### config.mk
export PLATFORM = sky130hd
export DESIGN_NAME = c17_pipe_array
export DESIGN_NICKNAME = d
export VERILOG_FILES = /design/src/rtl/c17_pipe_array.sv
export SDC_FILE = /design/constraint.sdc
export NUM_CORES = 1
export LEC_CHECK = 0
export BUFFER_PORTS_ARGS = -buffer_cell sky130_fd_sc_hd__buf_2
export CORE_UTILIZATION = 55
export DETAILED_ROUTE_END_ITERATION = 10
export GPL_TIMING_DRIVEN = 0
export MAX_ROUTING_LAYER = met4
export PLACE_DENSITY_LB_ADDON = 0.15
export SLEW_MARGIN = 0
export SYNTH_ARGS = -nofsm -noshare
export SYNTH_HDL_FRONTEND = slang
export SYNTH_SLANG_ARGS = --single-unit
### constraint.sdc
create_clock -name i_clk -period 2.93 [get_ports i_clk]
set_clock_uncertainty 0.05 [all_clocks]
set_input_delay 0.4395 -clock i_clk [delete_from_list [all_inputs] [get_ports i_clk]]
set_output_delay 0.4395 -clock i_clk [all_outputs]
set_load 0.02 [all_outputs]
### src/rtl/c17_pipe_array.sv
// c17_pipe_array: CHANNELS parallel c17 cones behind a STAGES-deep valid/ready pipeline.
// Keeps a saturating count of the results delivered to the sink.
module c17_pipe_array #(
    parameter int CHANNELS = 4,
    parameter int STAGES   = 2,
    parameter int COUNT_W  = 16
) (
    input  logic                i_clk,
    input  logic                i_rst_n,
    input  logic                i_in_valid,
    output logic                o_in_ready,
    input  logic [CHANNELS-1:0] i_in_n1,
    input  logic [CHANNELS-1:0] i_in_n2,
    input  logic [CHANNELS-1:0] i_in_n3,
    input  logic [CHANNELS-1:0] i_in_n6,
    input  logic [CHANNELS-1:0] i_in_n7,
    output logic                o_out_valid,
    input  logic                i_out_ready,
    output logic [CHANNELS-1:0] o_out_n22,
    output logic [CHANNELS-1:0] o_out_n23,
    output logic [CHANNELS-1:0] o_out_n10,
    output logic [COUNT_W-1:0]  o_res_count
);
    localparam int W = 3 * CHANNELS;
    logic [CHANNELS-1:0] w_n10;
    logic [W-1:0]        w_din;
    logic [STAGES-1:0]   r_valid;
    logic [W-1:0]        r_data [STAGES];
    logic [STAGES-1:0]   w_load;
    logic [STAGES:0]     w_vchain;
    logic [W-1:0]        w_dchain [STAGES+1];
    logic                w_free;
    logic                w_out_xfer;
    logic [COUNT_W-1:0]  r_count;
    assign w_n10 = ~(i_in_n3 & i_in_n6);
    assign w_din = {w_n10, w_n10 & (i_in_n2 | i_in_n7), (i_in_n1 & i_in_n3) | (i_in_n2 & w_n10)};
    assign w_vchain = {r_valid, i_in_valid};
    assign w_dchain[0] = w_din;
    for (genvar g = 0; g < STAGES; g++) begin : g_chain
        assign w_dchain[g+1] = r_data[g];
    end
    // A stage may load if it or any stage downstream of it is empty, or the sink takes the head.
    always_comb begin
        w_load = '0;
        w_free = i_out_ready;
        for (int k = STAGES - 1; k >= 0; k--) begin
            w_free    = w_free | ~r_valid[k];
            w_load[k] = w_free;
        end
    end
    assign w_out_xfer  = r_valid[STAGES-1] & i_out_ready;
    assign o_in_ready  = i_rst_n & w_load[0];
    assign o_out_valid = r_valid[STAGES-1];
    assign o_out_n22   = r_data[STAGES-1][CHANNELS-1:0];
    assign o_out_n23   = r_data[STAGES-1][2*CHANNELS-1:CHANNELS];
    assign o_out_n10   = r_data[STAGES-1][W-1:2*CHANNELS];
    assign o_res_count = r_count;
    always_ff @(posedge i_clk) begin
        if (!i_rst_n) begin
            r_valid <= '0;
            r_count <= '0;
            for (int k = 0; k < STAGES; k++) r_data[k] <= '0;
        end else begin
            for (int k = 0; k < STAGES; k++) begin
                if (w_load[k]) begin
                    r_valid[k] <= w_vchain[k];
                    if (w_vchain[k]) r_data[k] <= w_dchain[k];
                end
            end
            if (w_out_xfer && r_count != '1) r_count <= r_count + 1'b1;
        end
    end
endmodule
==> results by group <==
CTS
  – Setup Buffers After CTS: 0
  – Clock Tree Buf Depth: 2
  – Clock latency on the worst-skew pair: 0.35 ns
  – Reg clk slew, reported paths: roughly 0.13 ns
  – Num CTS Buffers: 5
  – CTS Hold Bufs: 0
  – Post-CTS Resized: 0
  – Clock Sink Count: 42
  – H-Tree Depth: 2
  – TritonCTS clock tree: done
  – Root buffer cell: clkbuf_4

Worst setup path
  – WP data arrival: 2.35 ns
  – Worst setup EP type: flop
  – R2R Path End: o_res_count[2]
  – Critical Path RT: 3.15 ns
  – CP Launch Point: o_res_count[0]
  – R2R Path Start: o_res_count[0]
  – Crit path to: o_res_count[2]
  – Crit-path max FO: 10
  – Crit start category: flop
  – Register-to-Register Path Depth: 6
  – Flop2flop setup slack: 0.80 ns
  – Crit path kind: reg -> reg

Logic synthesis
  – Syn Area/Cell: 10.6 sq um
  – Synthesized instance count: 184
  – Seq/Total Area, Yosys: 55.5%
  – Dominant cell type by area after synthesis: edfxtp_1
  – Netlist Area Pre-Place: 0.00195 sq mm
  – FF+latch count, synth: 42
  – Post-synthesis xor/xnor area fraction: 0%
  – Post-Synth Adder-Cell Area: 0.642%
  – Synth top area cells: edfxtp_1, dfxtp_1, and2_1
  – Synthesized net count: 209
  – Main combinational cell family by area after synthesis: simple AND/OR/NAND/NOR gates
  – Simple-gate portion of the synthesized area: 21.6%
  – Warnings, synthesis: 0
  – Synth top area share: 37.0%
  – Multiplexer share of the synthesized area: 1.54%
  – Synth Area in Compound Gates: 13.9%
  – Distinct cell type count after synthesis: 35

Floorplan
  – Ports: 54
  – Die footprint: 0.00378 sq mm
  – Row Count: 21
  – Die Y: 61.5 um
  – Initial Util: 57.9%
  – Die Wd: 61.5 um
  – Core area: 0.00336 sq mm

Timing
  – Setup_tns: 0 ns
  – Setup-failing EPs final: 0
  – Final Hold Vio Count: 0
  – Slew headroom: 56.7%
  – Hold slack final: 0.304 ns
  – Final period utilization: 72.8%
  – Worst-margin pin slew: ~0.65 ns
  – Tmin final: 2.13 ns
  – Pins Over Slew Limit: 0
  – Max Fclk: approximately 470 MHz
  – Unrepaired setup endpoints after global routing: false

Placement
  – Detailed placer's ending HPWL: 2600 um
  – Port-buffer cells: 53
  – Placed cell areas: 0.00227 sq mm
  – Routability-driven placement congestion ratio: 0.790

Finish
  – Antenna Cells: 0
  – Fraction of layout cells with a size suffix above 1: a little under a third
  – Syn-to-layout area delta: 19.3%
  – Final Instance Area: 0.00232 sq mm
  – Nets@finish: 269

Routing
  – DRT Wirelength: 3520 um
  – Routed len/inst: 12.1 um
  – Drt via density: 5.23
  – Vias: 1521
  – Final ANT Viol Nets: 0
  – DR iter-0 viols: 80
  – DRC: 0
  – Drt pass-1 iters: 4

Power and ir drop
  – Max VDD drop: 0.257 mV
  – Leak Pwr: 0.985 nW
  – Pwr/cell area: roughly 450 mW/mm^2

GRT
  – Vias in the first global route: around 1200
  – Pin count of the biggest net entering global routing: 14
  – Grt total ovfl: 0
  – Global-route wire length before repair: 5620 um
  – Total GRT Usage: a little over a fifth
  – Initial antenna violation count: 0

Run status
  – Status: finished clean

Hold path
  – Hold path depth: 3
  – Hold Path Class: in -> reg

Run
  – Max_cap viols: 0
-- how the worst min path moves through the flow --
stage | slack [ns] | end | start
finish | 0.30 | r_valid[0] | i_in_valid
global route | 0.28 | r_valid[0] | i_in_valid
CTS | 0.29 | r_data[0][4] | i_in_n7[0]
detailed placement | 0.44 | o_res_count[15] | o_res_count[15]
global placement | 0.44 | o_res_count[11] | o_res_count[11]
floorplan | 0.44 | r_valid[1] | r_valid[0]
-- sequential cells by signal (all words and copies together), names as in the netlist --
| name | flops |
|---|---|
| r_valid | 2 |
| o_res_count | 16 |
| r_data | 24 |
-- stage by stage --
step	instances	power (W)	util, %	setup WS, ns
after floorplan	184	0.000750	-	0.971
after global placement	283	0.000793	67.5	0.862
after detailed placement	283	0.000796	67.5	0.838
after CTS	291	0.00106	69.1	0.822
after global routing	291	0.00111	69.1	0.681
final	291	0.00105	69.1	0.798
-- cell type report --
class	count	area, sq um
well taps	46	57.6
flip-flops and latches	42	1080
multi-input cells	119	733
plain buffers	18	115
fillers	301	1040
inverters	5	18.8
clock buffers	5	37.5
clock inverters	3	16.3
repair buffers	53	265
-- metal layers --
metal | vias to the layer above | GRT usage, % | wire, um
met3 | 5 | 5.67 | 209
met5 | - | - | 0
li1 | 797 | - | -
met1 | 675 | 30.9 | 1760
met2 | 44 | 28.9 | 1520
met4 | 0 | 5.71 | 36
-- synthesized netlist by cell type --
library cell and instances:
a21oi_1 16, a22oi_1 4, a311oi_1 1, and2_1 15
and4_1 1, buf_2 2, buf_4 12, clkbuf_1 4
dfxtp_1 18, edfxtp_1 24, ha_1 1, inv_1 5
mux2i_1 3, nand2_1 16, nand2_2 1, nand2b_1 4
nand3_1 5, nand3b_1 2, nand4_1 5, nor2_1 7
nor3_1 1, nor3b_1 1, nor4_1 4, nor4_4 1
o211a_1 1, o211ai_1 1, o21a_1 6, o21ai_0 5
o311ai_0 1, o31a_1 1, o31ai_1 5, o41ai_1 1
or2_2 1, or3_1 3, or4_1 6
-- power breakdown --
| group | switching, W | internal (W) | leakage, nW | total, W |
|---|---|---|---|---|
| Sequential | 0.00000933 | 0.000656 | 0.404 | 0.000666 |
| Clock | 0.000184 | 0.0000894 | 0.0286 | 0.000273 |
| Combinational | 0.0000643 | 0.0000509 | 0.552 | 0.000115 |
| Total | 0.000258 | 0.000797 | 0.985 | 0.00105 |
-- worst max-delay path, cell delays in order, from the launching register on --
cell	delay, ns
dfxtp_1	0.43
ha_1	0.26
nand4_1	0.25
nor4_4	0.44
buf_2	0.31
nor2_1	0.07
a311oi_1	0.25
-- placed cells by master (no fill, tap or decap), types with 2 or more instances in the layout --
cell type   n
or3_1       3
buf_2      55
or4_1       6
dfxtp_1    18
nand4_1     5
mux2i_1     3
nor2_1      7
o21ai_0     5
nand2_1    16
clkbuf_1    4
a21oi_1    16
nor4_1      4
inv_1       5
o21a_1      6
edfxtp_1   24
and2_1     15
nand3b_1    2
nand2b_1    4
o31ai_1     5
nand3_1     5
clkbuf_4    5
a22oi_1     4
buf_4      12
-- kinds of logic (layout without fill, tap and decap cells) --
kind of cell,after synthesis,in the layout
multiplexers,3,3
flip-flops,42,42
adder cells (fa/ha/maj),1,1
AO/OA/AOI/OAI,42,42
buffers and inverters,23,84
AND/OR/NAND/NOR,73,73
Note: power is estimated with default switching activity, not from simulation.
